## src/rtl/rpsc_pkg.sv

```systemverilog
// Shared types and default timing constants for the RF power-supply sequencer.
// Status and enable vectors are ordered bit 0 = CA, 1 = G1, 2 = G2, 3 = DR_AMP, 4 = Anode.
package rpsc_pkg;

    localparam int unsigned DEF_WARM_CYC    = 16;
    localparam int unsigned DEF_SETTLE_CYC  = 4;
    localparam int unsigned DEF_TIMEOUT_CYC = 32;

    typedef enum logic [3:0] {
        OFF      = 4'd0,
        CA_WARM  = 4'd1,
        G1_UP    = 4'd2,
        G2_UP    = 4'd3,
        DRAMP_UP = 4'd4,
        ANODE_UP = 4'd5,
        RF_ON    = 4'd6,
        SHUTDOWN = 4'd7,
        FAULT    = 4'd8
    } state_t;

    typedef enum logic [3:0] {
        NONE        = 4'd0,
        EXT_FF      = 4'd1,
        TIMEOUT     = 4'd2,
        STATUS_LOST = 4'd3
    } fault_code_t;

    // Statuses already confirmed by earlier steps, whose loss is a fault in this state.
    function automatic logic [4:0] confirmed_mask(input state_t s);
        case (s)
            G1_UP:    return 5'b00001;
            G2_UP:    return 5'b00011;
            DRAMP_UP: return 5'b00111;
            ANODE_UP: return 5'b01111;
            RF_ON:    return 5'b11111;
            default:  return 5'b00000;
        endcase
    endfunction

endpackage

```

## src/rtl/rpsc_step_timer.sv

```systemverilog
// Settle and timeout counters for one sequencing step.
// A clear pulse makes the counters behave as if they were zeroed on the entry edge.
module rpsc_step_timer
    import rpsc_pkg::*;
#(
    parameter int unsigned WARM_CYC    = DEF_WARM_CYC,
    parameter int unsigned SETTLE_CYC  = DEF_SETTLE_CYC,
    parameter int unsigned TIMEOUT_CYC = DEF_TIMEOUT_CYC
) (
    input  logic clk,
    input  logic rst_n,
    input  logic clear,
    input  logic count,
    input  logic warm,
    output logic settle_done,
    output logic timeout_done
);

    localparam int unsigned CW = $clog2(TIMEOUT_CYC + 1);
    localparam logic [CW:0] WARM_LIM   = (CW+1)'(WARM_CYC);
    localparam logic [CW:0] SETTLE_LIM = (CW+1)'(SETTLE_CYC);
    localparam logic [CW:0] TMO_LIM    = (CW+1)'(TIMEOUT_CYC);

    logic [CW-1:0] settle_cnt;
    logic [CW-1:0] tmo_cnt;
    logic [CW:0]   settle_nxt;
    logic [CW:0]   tmo_nxt;
    logic [CW:0]   target;

    // Done flags look one count ahead so the step can advance on the edge the count is reached.
    always_comb begin
        settle_nxt   = (clear ? '0 : {1'b0, settle_cnt}) + (CW+1)'(1);
        tmo_nxt      = (clear ? '0 : {1'b0, tmo_cnt}) + (CW+1)'(1);
        target       = warm ? WARM_LIM : SETTLE_LIM;
        settle_done  = count && (settle_nxt >= target);
        timeout_done = (tmo_nxt >= TMO_LIM);
    end

    always_ff @(posedge clk or negedge rst_n) begin
        if (!rst_n) begin
            settle_cnt <= '0;
            tmo_cnt    <= '0;
        end else begin
            settle_cnt <= !count ? '0 : ((settle_nxt > TMO_LIM) ? settle_cnt : settle_nxt[CW-1:0]);
            tmo_cnt    <= (tmo_nxt > TMO_LIM) ? tmo_cnt : tmo_nxt[CW-1:0];
        end
    end

endmodule

```

## src/rtl/rpsc_rf_sequencer.sv

```systemverilog
// RF power-supply sequencer: ordered supply start-up, permit/reduce/alarm handling,
// orderly reverse shutdown and first-fault latching.
module rpsc_rf_sequencer
    import rpsc_pkg::*;
#(
    parameter int unsigned WARM_CYC    = DEF_WARM_CYC,
    parameter int unsigned SETTLE_CYC  = DEF_SETTLE_CYC,
    parameter int unsigned TIMEOUT_CYC = DEF_TIMEOUT_CYC
) (
    input  logic       clk,
    input  logic       Not_Reset,
    input  logic       i_Start,
    input  logic       i_Stop,
    input  logic       i_Fault_Clr,
    input  logic       i_Not_CA_ON,
    input  logic       i_Not_G1_OK,
    input  logic       i_Not_G2_OK,
    input  logic       i_Not_DR_AMP_OK,
    input  logic       i_Not_Anode_ON,
    input  logic [4:0] i_FF,
    input  logic       i_Reduce_Req,
    output logic       o_CA_EN,
    output logic       o_G1_EN,
    output logic       o_G2_EN,
    output logic       o_DR_AMP_EN,
    output logic       o_Anode_EN,
    output logic       o_Not_RF_PERM,
    output logic       o_Not_Alarm,
    output logic       o_Not_RF_RED,
    output logic [3:0] o_State,
    output logic [3:0] o_Fault_Code
);

    state_t      state;
    fault_code_t code;
    fault_code_t fault_kind;
    logic [4:0]  en;
    logic [4:0]  status_ok;
    logic        perm_n, alarm_n, red_n;
    logic        timer_clear;
    logic        in_step, own_ok, lost, fault_hit;
    logic        settle_done, timeout_done;

    assign status_ok = ~{i_Not_Anode_ON, i_Not_DR_AMP_OK, i_Not_G2_OK, i_Not_G1_OK, i_Not_CA_ON};

    // SHUTDOWN reuses the settle counter as a free-running drop interval.
    always_comb begin
        in_step = state inside {CA_WARM, G1_UP, G2_UP, DRAMP_UP, ANODE_UP};
        own_ok  = 1'b0;
        case (state)
            CA_WARM:  own_ok = status_ok[0];
            G1_UP:    own_ok = status_ok[1];
            G2_UP:    own_ok = status_ok[2];
            DRAMP_UP: own_ok = status_ok[3];
            ANODE_UP: own_ok = status_ok[4];
            SHUTDOWN: own_ok = 1'b1;
            default:  own_ok = 1'b0;
        endcase
        lost      = |(confirmed_mask(state) & ~status_ok);
        fault_hit = (state != FAULT) && ((|i_FF) || lost || (in_step && timeout_done));
        if (|i_FF)     fault_kind = EXT_FF;
        else if (lost) fault_kind = STATUS_LOST;
        else           fault_kind = TIMEOUT;
    end

    rpsc_step_timer #(
        .WARM_CYC    (WARM_CYC),
        .SETTLE_CYC  (SETTLE_CYC),
        .TIMEOUT_CYC (TIMEOUT_CYC)
    ) u_timer (
        .clk          (clk),
        .rst_n        (Not_Reset),
        .clear        (timer_clear),
        .count        (own_ok),
        .warm         (state == CA_WARM),
        .settle_done  (settle_done),
        .timeout_done (timeout_done)
    );

    always_ff @(posedge clk or negedge Not_Reset) begin
        if (!Not_Reset) begin
            state       <= OFF;
            code        <= NONE;
            en          <= '0;
            perm_n      <= 1'b1;
            alarm_n     <= 1'b1;
            red_n       <= 1'b1;
            timer_clear <= 1'b0;
        end else begin
            timer_clear <= 1'b0;
            if (fault_hit) begin
                state   <= FAULT;
                code    <= fault_kind;
                en      <= '0;
                perm_n  <= 1'b1;
                alarm_n <= 1'b0;
                red_n   <= 1'b1;
            end else begin
                case (state)
                    OFF: if (i_Start) begin
                        state       <= CA_WARM;
                        en          <= 5'b00001;
                        timer_clear <= 1'b1;
                    end
                    CA_WARM, G1_UP, G2_UP, DRAMP_UP, ANODE_UP: begin
                        if (i_Stop) begin
                            state       <= SHUTDOWN;
                            timer_clear <= 1'b1;
                        end else if (settle_done) begin
                            state       <= state_t'(state + 4'd1);
                            en          <= {en[3:0], 1'b1};
                            timer_clear <= 1'b1;
                            if (state == ANODE_UP) begin
                                perm_n <= 1'b0;
                                red_n  <= !i_Reduce_Req;
                            end
                        end
                    end
                    RF_ON: begin
                        if (i_Stop) begin
                            state       <= SHUTDOWN;
                            perm_n      <= 1'b1;
                            red_n       <= 1'b1;
                            timer_clear <= 1'b1;
                        end else begin
                            red_n <= !i_Reduce_Req;
                        end
                    end
                    // Enables are a contiguous run from CA, so shifting right drops the newest supply.
                    SHUTDOWN: if (settle_done) begin
                        en          <= en >> 1;
                        timer_clear <= 1'b1;
                        if (!en[1]) state <= OFF;
                    end
                    FAULT: if (i_Fault_Clr && !(|i_FF)) begin
                        state   <= OFF;
                        code    <= NONE;
                        alarm_n <= 1'b1;
                    end
                    default: state <= OFF;
                endcase
            end
        end
    end

    assign o_CA_EN       = en[0];
    assign o_G1_EN       = en[1];
    assign o_G2_EN       = en[2];
    assign o_DR_AMP_EN   = en[3];
    assign o_Anode_EN    = en[4];
    assign o_Not_RF_PERM = perm_n;
    assign o_Not_Alarm   = alarm_n;
    assign o_Not_RF_RED  = red_n;
    assign o_State       = state;
    assign o_Fault_Code  = code;

endmodule

```

## config.mk

```make
export PLATFORM = sky130hd
export DESIGN_NAME = rpsc_rf_sequencer
export DESIGN_NICKNAME = d
export VERILOG_FILES = /design/src/rtl/rpsc_pkg.sv /design/src/rtl/rpsc_step_timer.sv /design/src/rtl/rpsc_rf_sequencer.sv
export SDC_FILE = /design/constraint.sdc
export NUM_CORES = 1
export LEC_CHECK = 0
export ABC_AREA = 1
export ABC_CLOCK_PERIOD_IN_PS = 3400
export CAP_MARGIN = 20
export CELL_PAD_IN_SITES_DETAIL_PLACEMENT = 0
export CELL_PAD_IN_SITES_GLOBAL_PLACEMENT = 2
export CORE_MARGIN = 2
export CORE_UTILIZATION = 32
export DETAILED_ROUTE_END_ITERATION = 6
export PLACE_DENSITY_LB_ADDON = 0.1
export SLEW_MARGIN = 20
export SYNTH_ARGS = -nofsm -noshare
export SYNTH_HDL_FRONTEND = slang
export SYNTH_SLANG_ARGS = --single-unit
```

## constraint.sdc

```tcl
create_clock -name clk -period 3.4 [get_ports clk]
set_input_delay 0.34 -clock clk [delete_from_list [all_inputs] [get_ports clk]]
set_output_delay 0.34 -clock clk [all_outputs]
set_load 0.02 [all_outputs]
```

==> reports/metrics.yaml, run 1 <==
status: "finished clean"
cts-htree-levels: 1
hpwl_microns: 4000
avgSynthCellArea_sq_um: 7.03
start_util_pct: 32.8
slew_violations: 0
critPathMaxFanout: 9
min_period_ns: 2.79
grt_pass1_vias: 1903
vias: 1927
diodes: 0
final_cell_count_no_fill: 399
finalCritPeriodShare_pct: 81.9
cts_hold_buf: 0
final_antenna_net_count: 0
syn_area_sq_um: 2060
yosysWarnings: 0
clkTransAtPathRegs_ns: 0.11
drtIter0Drc: 66
hold_slack_ns: 0.441
cts_buffer_depth: 2
port_buffers: 29
drc: 0
dpl_cell_area_sq_um: 2410
crit_chain: "clkinv_4 -> nand2_4 -> inv_1 -> ha_1 -> inv_1 -> o21ai_0 -> nand2_1 -> ha_1 -> a21boi_0 -> nand3_1 -> nand2_1 -> nand3_1 -> nand2_1 -> nand2_1 -> nor2_1 -> nor2_1 -> nand2_2 -> nand2_1 -> nand2_1 -> inv_1"
cts_tree: "yes"
cts_setup_buffers: 0
drt-total-wl_microns: 5140
nNetsFinal: 348
numCtsBuffers: 3
syn2layout_area_growth_pct: 19.1
die_w_microns: 84.3
pre_cts_slack_ns: 0.649
cts.sinks: 27
rows: 29
skew_ns: 0.00604
fin_area_sq_um: 2450
arrival_ns: 2.97
power.total_mw: 1.63
viasPerCell: 4.83
fmax_mhz: 359
max_stage_delay_ns: 0.56
ioPinCount: 32
leakage_nw: 1.13
gp_congestion: 0.785
setup_viol: 0
synth_cell_types: 38
synth-seq-cells: 27
max-cap-violations: 0
cp.required_ns: 3.58
rsz0062_at_grt: "no"
clk_latency_ns: 0.28
dr.pass1.iters: 4
cpMaxStageDelayCell: "dfrtp_1"
grt_pass1_wl_microns: 9030
wl_per_cell_microns: 12.9
dp.cells: 395
overflow: 0
path_buf_inv: 4
seqCellArea_sq_um: 679
cts_resized: 0
multiInputGateArea_sq_um: 1170
final_core_util_pct: 39.1
peakVddDrop_mv: 0.336
syn-instance-count: 293
synth-seq-area-share_pct: 33.0
coreArea_sq_um: 6280
powerDensity_nw_per_um2: 664
finalHoldViolations: 0
crit_family: "simple AND/OR/NAND/NOR gates"
final_layout_size_suffix_gt1_share_pct: 10.2
grt_max_degree: 28
path_class: "reg2reg"
grt_usage_pct: 15.4
start_kind: "register"
die_h_microns: 84.3
hp-class: "in2async"
fillers: 707
cts_root_buf: "clkbuf_8"
antenna_found_initial: 0
fin_tns_setup_ns: 0
cp-end-kind: "register"
cp_common_cell: "nand2_1"
worst_slack_ns: 0.614
die_area_sq_um: 7100
layout by cell type, fill, tap and decap left out, types with 2 or more instances in the layout:
| cell type | n |
|---|---|
| o31ai_1 | 2 |
| o21ai_0 | 25 |
| clkbuf_8 | 3 |
| clkdlybuf4s50_1 | 29 |
| xor2_1 | 2 |
| nor3_2 | 2 |
| o21bai_1 | 2 |
| dfrtp_1 | 24 |
| nand2_1 | 63 |
| o21ai_1 | 2 |
| or2_2 | 2 |
| inv_2 | 2 |
| nand2_4 | 3 |
| nand3_2 | 4 |
| inv_1 | 37 |
| nand4_1 | 5 |
| nand2_2 | 4 |
| a21oi_1 | 6 |
| nor2_1 | 35 |
| nor2_2 | 3 |
| ha_1 | 9 |
| nand3_1 | 38 |
| dfstp_2 | 3 |
| conb_1 | 2 |
power breakdown:
group,total (mW),internal (mW),switching [mW]
sequential,0.504,0.417,0.0870
combinational,0.927,0.330,0.596
clock,0.198,0.0843,0.113
logic make-up after synthesis:
logic type	after synthesis	synth area share, %
other	1	0.182
AND/OR/NAND/NOR	163	37.8
flip-flops	27	33.0
AO/OA/AOI/OAI	44	12.4
buffers and inverters	47	10.3
XOR/XNOR	2	0.850
adder cells (fa/ha/maj)	9	5.46
layout make-up:
type / count / share of cell area, %
Tap cell: 77 / 3.93
Clock buffer: 4 / 1.84
Sequential cell: 27 / 27.7
Inverter: 41 / 6.58
Multi-Input combinational cell: 220 / 47.8
Timing Repair Buffer: 30 / 12.1
worst paths after layout:
path	from	end	slack (ns)	cells after the start
max	timer_clear	o_State[2]	0.61	20
min	Not_Reset	u_timer.settle_cnt[0]	0.44	2
max reg2reg	timer_clear	o_State[2]	0.61	20
min reg2reg	o_Not_Alarm	o_Not_Alarm	0.47	2
max in group asynchronous	Not_Reset	o_Not_RF_PERM	2.64	2
min in group clk	o_Not_Alarm	o_Not_Alarm	0.47	2
cells in the mapped netlist:
master,count,area (sq um)
dfstp_2,3,78.8
o31ai_1,2,15.0
a21oi_1,6,30.0
nor2_1,35,131
nand3_1,38,190
nor3_2,2,20.0
dfrtp_1,24,601
xor2_1,2,17.5
nor4_1,1,6.26
a31oi_1,1,6.26
a21boi_0,1,7.51
buf_4,3,22.5
conb_1,1,3.75
nand4_1,5,31.3
nand4_2,1,12.5
o22ai_1,1,6.26
nand2_4,3,33.8
nor3_4,1,16.3
a21oi_4,1,16.3
nand3_2,4,40.0
nand2_2,4,25.0
clkinv_4,1,8.76
nor2_2,3,18.8
o21bai_1,2,15.0
a211oi_1,1,7.51
buf_2,1,5.00
nand2_1,63,236
o21ai_2,1,8.76
inv_1,37,139
ha_1,9,113
inv_4,1,6.26
o21ai_1,2,10.0
a221oi_1,1,8.76
or2_2,2,12.5
buf_6,2,22.5
inv_2,2,7.51
nor3_1,1,5.00
o21ai_0,25,125
sequential cells by signal, indices dropped and copies added (netlist names):
signal / cells
u_timer.tmo_cnt: 6
o_Not_Alarm: 1
u_timer.settle_cnt: 6
o_Fault_Code: 2
o_Not_RF_PERM: 1
en: 5
o_State: 4
o_Not_RF_RED: 1
timer_clear: 1
routing by layer:
metal | vias to the layer above | wire length, microns | global-route usage [%]
met2 | 16 | 2450 | 25.8
met1 | 897 | 2580 | 21.2
li1 | 1012 | - | -
met3 | 2 | 84 | 1.87
met4 | 0 | 29 | 3.52
met5 | - | 0 | 0
Note: power is estimated with default switching activity, not from simulation.
==> run 2: changes to the inputs <==
ABC_CLOCK_PERIOD_IN_PS = 2850   (was 3400)
CORE_UTILIZATION = 30   (was 32)
clock period = 2.85 ns   (was 3.4 ns; I/O delays follow)
==> run 2 against run 1 <==
Net effect:
- sequential share of layout area decreased by 0.69 points
- die area increased by 6.3%
- global-route usage decreased by 0.23 points
- final cell count increased by 2.5%
- highest routed layer unchanged
==> reports/metrics.yaml, run 2 (same netlist as run 1, synthesis figures left out) <==
status: "finished clean"  # unchanged
top_regs: "u_timer.settle_cnt: 6 flops, u_timer.tmo_cnt: 6 flops, en: 5 flops"  # unchanged
max-cap-violations: 0  # unchanged
drtIter0Drc: 51  # was 66
grt_usage_pct: 15.1  # was 15.4%
grt_max_degree: 28  # unchanged
cts-htree-levels: 1  # unchanged
grt_pass1_wl_microns: 9060  # was 9030 microns
arrival_ns: 2.69  # was 2.97 ns
viasPerCell: 4.76  # was 4.83
startpoint: "timer_clear"  # unchanged
cp.depth: 17  # was 20
cts_root_buf: "clkbuf_8"  # unchanged
cts_buffer_depth: 2  # unchanged
gp_congestion: 0.801  # was 0.785
diodes: 0  # unchanged
dpl_cell_area_sq_um: 2440  # was 2410 sq um
final_cell_mix: "nand2_1, nand3_1, inv_1"  # unchanged
final_layout_size_suffix_gt1_share_pct: 12.8  # was 10.2%
powerDensity_nw_per_um2: 783  # was 664 nW/um^2
hp-class: "in2async"  # unchanged
cts_tree: "yes"  # unchanged
cts_hold_buf: 0  # unchanged
min_period_ns: 2.52  # was 2.79 ns
rr_worst_depth: 17  # was 20
ioPinCount: 32  # unchanged
start_kind: "register"  # unchanged
antenna_found_initial: 0  # unchanged
cp-end-kind: "register"  # unchanged
final_antenna_net_count: 0  # unchanged
cpMaxStageDelayCell: "dfrtp_1"  # unchanged
setup_viol: 0  # unchanged
clkTransAtPathRegs_ns: 0.11  # about the same
fin_area_sq_um: 2520  # was 2450 sq um
cts.sinks: 27  # unchanged
port_buffers: 29  # unchanged
wl_per_cell_microns: 12.8  # was 12.9 microns
die_w_microns: 86.9  # was 84.3 microns
critPathMaxFanout: 10  # was 9
nNetsFinal: 355  # was 348
path_buf_inv: 3  # was 4
vias: 1947  # was 1927
fmax_mhz: 397  # was 359 MHz
start_util_pct: 30.7  # was 32.8%
leakage_nw: 1.16  # was 1.13 nW
overflow: 0  # unchanged
regToRegSetupSlack_ns: 0.33  # was 0.61 ns
max_stage_delay_ns: 0.44  # was 0.56 ns
coreArea_sq_um: 6720  # was 6280 sq um
skew_ns: 0.0118  # was 0.00604 ns
hpwl_microns: 4170  # was 4000 microns
final_core_util_pct: 37.4  # was 39.1%
drt-total-wl_microns: 5240  # was 5140 microns
grt_pass1_vias: 1917  # was 1903
r2r_start: "timer_clear"  # unchanged
cp_common_cell: "nand2_1"  # unchanged
numCtsBuffers: 3  # unchanged
crit_family: "simple AND/OR/NAND/NOR gates"  # unchanged
die_h_microns: 86.9  # was 84.3 microns
crit_chain: "clkinv_4 -> nand2_4 -> inv_1 -> ha_1 -> inv_1 -> o21ai_0 -> nand2_1 -> ha_1 -> a21boi_0 -> nand3_1 -> nand2_1 -> nand3_1 -> nand2_2 -> o21ai_2 -> nand3_2 -> nand2_1 -> o21ai_0"  # was clkinv_4 -> nand2_4 -> inv_1 -> ha_1 -> inv_1 -> o21ai_0 -> nand2_1 -> ha_1 -> a21boi_0 -> nand3_1 -> nand2_1 -> nand3_1 -> nand2_1 -> nand2_1 -> nor2_1 -> nor2_1 -> nand2_2 -> nand2_1 -> nand2_1 -> inv_1
slew_violations: 0  # unchanged
fin_tns_setup_ns: 0  # unchanged
finalHoldViolations: 0  # unchanged
critPathCapture: "en[3]"  # was o_State[2]
rsz0062_at_grt: "no"  # unchanged
rows: 30  # was 29
reg2reg_to: "en[3]"  # was o_State[2]
layout_commonest_cell: "nand2_1"  # unchanged
path_class: "reg2reg"  # unchanged
cp.required_ns: 3.02  # was 3.58 ns
drc: 0  # unchanged
finalCritPeriodShare_pct: 88.4  # was 81.9%
peakVddDrop_mv: 0.401  # was 0.336 mV
clk_latency_ns: 0.29  # was 0.28 ns
dr.pass1.iters: 4  # unchanged
die_area_sq_um: 7550  # was 7100 sq um
syn2layout_area_growth_pct: 22.1  # was 19.1%
==> run 2: cell count changes in the layout (fill, tap and decap cells not counted), sizes merged <==
| cell | before | now |
|---|---|---|
| clkinvlp | 0 | 1 |
| clkbuf | 4 | 3 |
| buf | 1 | 8 |
==> run 2: per-layer routing <==
metal | GRT usage (%) | vias to the layer above | share of wire (%)
met2 | 25.5 | 20 | 48
met4 | 3.84 | 0 | 1.2
li1 | - | 1029 | -
met5 | 0 | - | 0
met3 | 2.46 | 6 | 2.4
met1 | 20.2 | 892 | 48
==> run 2: worst min path at each step <==
stage / from / endpoint / slack [ns] / depth (start not counted)
2_1_floorplan: Not_Reset / en[0] / -0.01 / 0
3_3_place_gp: o_Not_RF_RED / o_Not_RF_RED / 0.46 / 2
4_1_cts: Not_Reset / u_timer.settle_cnt[1] / 0.38 / 2
5_1_grt: Not_Reset / u_timer.settle_cnt[1] / 0.40 / 2
6_report: Not_Reset / u_timer.settle_cnt[1] / 0.37 / 2
3_5_place_dp: o_Not_RF_RED / o_Not_RF_RED / 0.45 / 2
==> run 2: worst register-to-register path, delay by kind of cell, from the launching register on <==
kind	cells	cell delay (ns)
compound gates	4	0.46
fa+ha+maj	2	0.44
buf+inv	3	0.24
flops	1	0.44
simple gates	8	0.83
==> run 2: final cells by class <==
class	count	area, sq um
Clock buffer	3	41.3
Clock inverter	1	7.51
Fill cell	733	4200
Inverter	41	161
Multi-Input combinational cell	220	1180
Sequential cell	27	679
Tap cell	80	100
Timing Repair Buffer	37	350
==> run 2: report_power, final <==
| group | switching, mW | leakage [nW] | internal (mW) |
|---|---|---|---|
| logic | 0.728 | 0.795 | 0.423 |
| clock network | 0.138 | 0.0217 | 0.0997 |
| registers | 0.0832 | 0.345 | 0.498 |
| total | 0.950 | 1.16 | 1.02 |
==> run 2: stage by stage <==
stage               hold slack [ns]  power, mW  instances  worst slack (ns)
floorplan                   -0.0106       1.42        294             0.564
global placement              0.458       1.76        402             0.210
detailed placement            0.453       1.74        402             0.254
CTS                           0.381       1.99        406             0.224
global route                  0.403       2.17        409            0.0135
finish                        0.367       1.97        409             0.329
==> run 2: timing repair <==
| item | 4_1_cts | 5_1_grt |
|---|---|---|
| resized for setup | 0 | 1 |
| endpoints found under the setup margin | 0 | 7 |
| setup buffers | 0 | 3 |
==> run 3: changes to the inputs <==
CTS_CLUSTER_DIAMETER = 100   (was unset)
GPL_TIMING_DRIVEN = 0   (was unset)
==> run 3 against run 2 <==
Net effect:
- combinational power is essentially flat
- sequential power fell by 0.7%
- sequential share of layout area unchanged
- critical path type unchanged
- final cell count fell by 0.49%
==> reports/metrics.yaml, run 3 (same netlist as run 1, synthesis figures left out) <==
status: "finished clean"  # unchanged
reg2reg_to: "o_State[2]"  # was en[3]
critPathMaxFanout: 9  # was 10
setup_viol: 0  # unchanged
die_h_microns: 86.9  # unchanged
fillers: 737  # was 733
rsz0062_at_grt: "yes"  # was no
dp.cells: 403  # was 402
overflow: 0  # unchanged
cts_buffer_depth: 2  # unchanged
cts_tree: "yes"  # unchanged
cts.sinks: 27  # unchanged
dpl_cell_area_sq_um: 2450  # was 2440 sq um
leakage_nw: 1.16  # about the same
port_buffers: 29  # unchanged
layout_commonest_cell: "nand2_1"  # unchanged
worst_slew_pin_slew_ns: 0.634
fin_tns_setup_ns: 0  # unchanged
cts_root_buf: "clkbuf_8"  # unchanged
start_kind: "register"  # unchanged
rows: 30  # unchanged
grt_pass1_wl_microns: 8950  # was 9060 microns
top_regs: "u_timer.settle_cnt: 6 flops, u_timer.tmo_cnt: 6 flops, en: 5 flops"  # unchanged
r2r_start: "timer_clear"  # unchanged
path_class: "reg2reg"  # unchanged
die_w_microns: 86.9  # unchanged
powerDensity_nw_per_um2: 788  # was 783 nW/um^2
worst_slack_ns: 0.285  # was 0.329 ns
drt-total-wl_microns: 5120  # was 5240 microns
regToRegSetupSlack_ns: 0.28  # was 0.33 ns
wl_per_cell_microns: 12.6  # was 12.8 microns
coreArea_sq_um: 6720  # unchanged
vias: 1911  # was 1947
arrival_ns: 2.75  # was 2.69 ns
max-slew-margin-rel_pct: 57.7
start_util_pct: 30.7  # unchanged
cp.required_ns: 3.03  # was 3.02 ns
finalCritPeriodShare_pct: 90.0  # was 88.4%
drc: 0  # unchanged
syn2layout_area_growth_pct: 22.1  # unchanged
pre_cts_slack_ns: 0.178  # was 0.254 ns
min_period_ns: 2.57  # was 2.52 ns
power.total_mw: 1.98  # was 1.97 mW
nNetsFinal: 353  # was 355
ioPinCount: 32  # unchanged
diodes: 0  # unchanged
final_cell_count_no_fill: 407  # was 409
final_layout_size_suffix_gt1_share_pct: 12.8  # about the same
grt_max_degree: 28  # unchanged
grt_pass1_vias: 1817  # was 1917
viasPerCell: 4.70  # was 4.76
clkTransAtPathRegs_ns: 0.10  # was 0.11 ns
cp-end-kind: "register"  # unchanged
dr.pass1.iters: 6  # was 4
hp-class: "in2async"  # unchanged
max-cap-violations: 0  # unchanged
grt_usage_pct: 14.8  # was 15.1%
final_cell_mix: "nand2_1, nand3_1, inv_1"  # unchanged
skew_ns: 0.00490  # was 0.0118 ns
slew_violations: 0  # unchanged
rr_worst_depth: 21  # was 17
antenna_found_initial: 0  # unchanged
final_antenna_net_count: 0  # unchanged
gp_congestion: 0.797  # was 0.801
cts_hold_buf: 0  # unchanged
die_area_sq_um: 7550  # unchanged
finalHoldViolations: 0  # unchanged
fmax_mhz: 390  # was 397 MHz
numCtsBuffers: 3  # unchanged
hpwl_microns: 4020  # was 4170 microns
drtIter0Drc: 59  # was 51
fin_area_sq_um: 2520  # unchanged
clk_latency_ns: 0.28  # was 0.29 ns
peakVddDrop_mv: 0.303  # was 0.401 mV
cts-htree-levels: 1  # unchanged
-- run 3: where the power goes --
group | internal (mW) | switching [mW] | leakage (nW)
clock network | 0.0995 | 0.133 | 0.0217
logic | 0.433 | 0.740 | 0.788
registers | 0.498 | 0.0788 | 0.345
-- run 3: routing by layer --
layer / wire length [microns] / GRT usage [%]
met5: 0 / 0
met3: 105 / 2.27
met4: 25 / 2.13
met1: 2590 / 21.3
met2: 2390 / 24.0
-- run 3: repair_timing --
action / 4_1_cts / 5_1_grt
endpoints found under the setup margin: 0 / 8
setup buffers: 0 / 0
gates resized for setup: 0 / 4
-- run 3: layout make-up --
class / instances / area [sq um] / area share (%)
Inverter: 41 / 161 / 6.41
Buffer: 6 / 50.0 / 1.99
Timing Repair Buffer: 29 / 285 / 11.3
Clock inverter: 1 / 7.51 / 0.298
Sequential cell: 27 / 679 / 27.0
Clock buffer: 3 / 41.3 / 1.64
Tap cell: 80 / 100 / 3.98
Multi-Input combinational cell: 220 / 1190 / 47.3
-- run 3: stage by stage --
| step | hold WS (ns) | utilization, % |
|---|---|---|
| 2_1_floorplan | -0.0106 | - |
| 3_3_place_gp | 0.455 | 36.5 |
| 3_5_place_dp | 0.363 | 36.5 |
| 4_1_cts | 0.0417 | 37.2 |
| 5_1_grt | 0.0642 | 37.4 |
| 6_report | 0.00920 | 37.4 |
-- run 3: worst max path at each step --
stage | from | to | slack, ns
final | timer_clear | o_State[2] | 0.28
after global routing | timer_clear | o_State[2] | -0.003
after CTS | timer_clear | o_State[2] | 0.15
after detailed placement | timer_clear | o_State[2] | 0.18
after global placement | timer_clear | o_State[2] | 0.18
after floorplan | timer_clear | o_State[2] | 0.56
-- run 3: critical path, cell delays in order (launching register included) --
cell and delay, ns:
dfrtp_1 0.35, buf_6 0.15, clkinv_4 0.10, nand2_4 0.09, inv_1 0.06, ha_1 0.19, inv_1 0.10, o21ai_0 0.09
nand2_1 0.11, ha_1 0.24, a21boi_1 0.12, nand3_1 0.09, nand2_1 0.08, nand3_1 0.09, nand2_2 0.12, nand2_1 0.06
nor2_1 0.08, nor2_1 0.06, nand2_2 0.11, nand2_1 0.06, nand2_1 0.06, inv_1 0.04
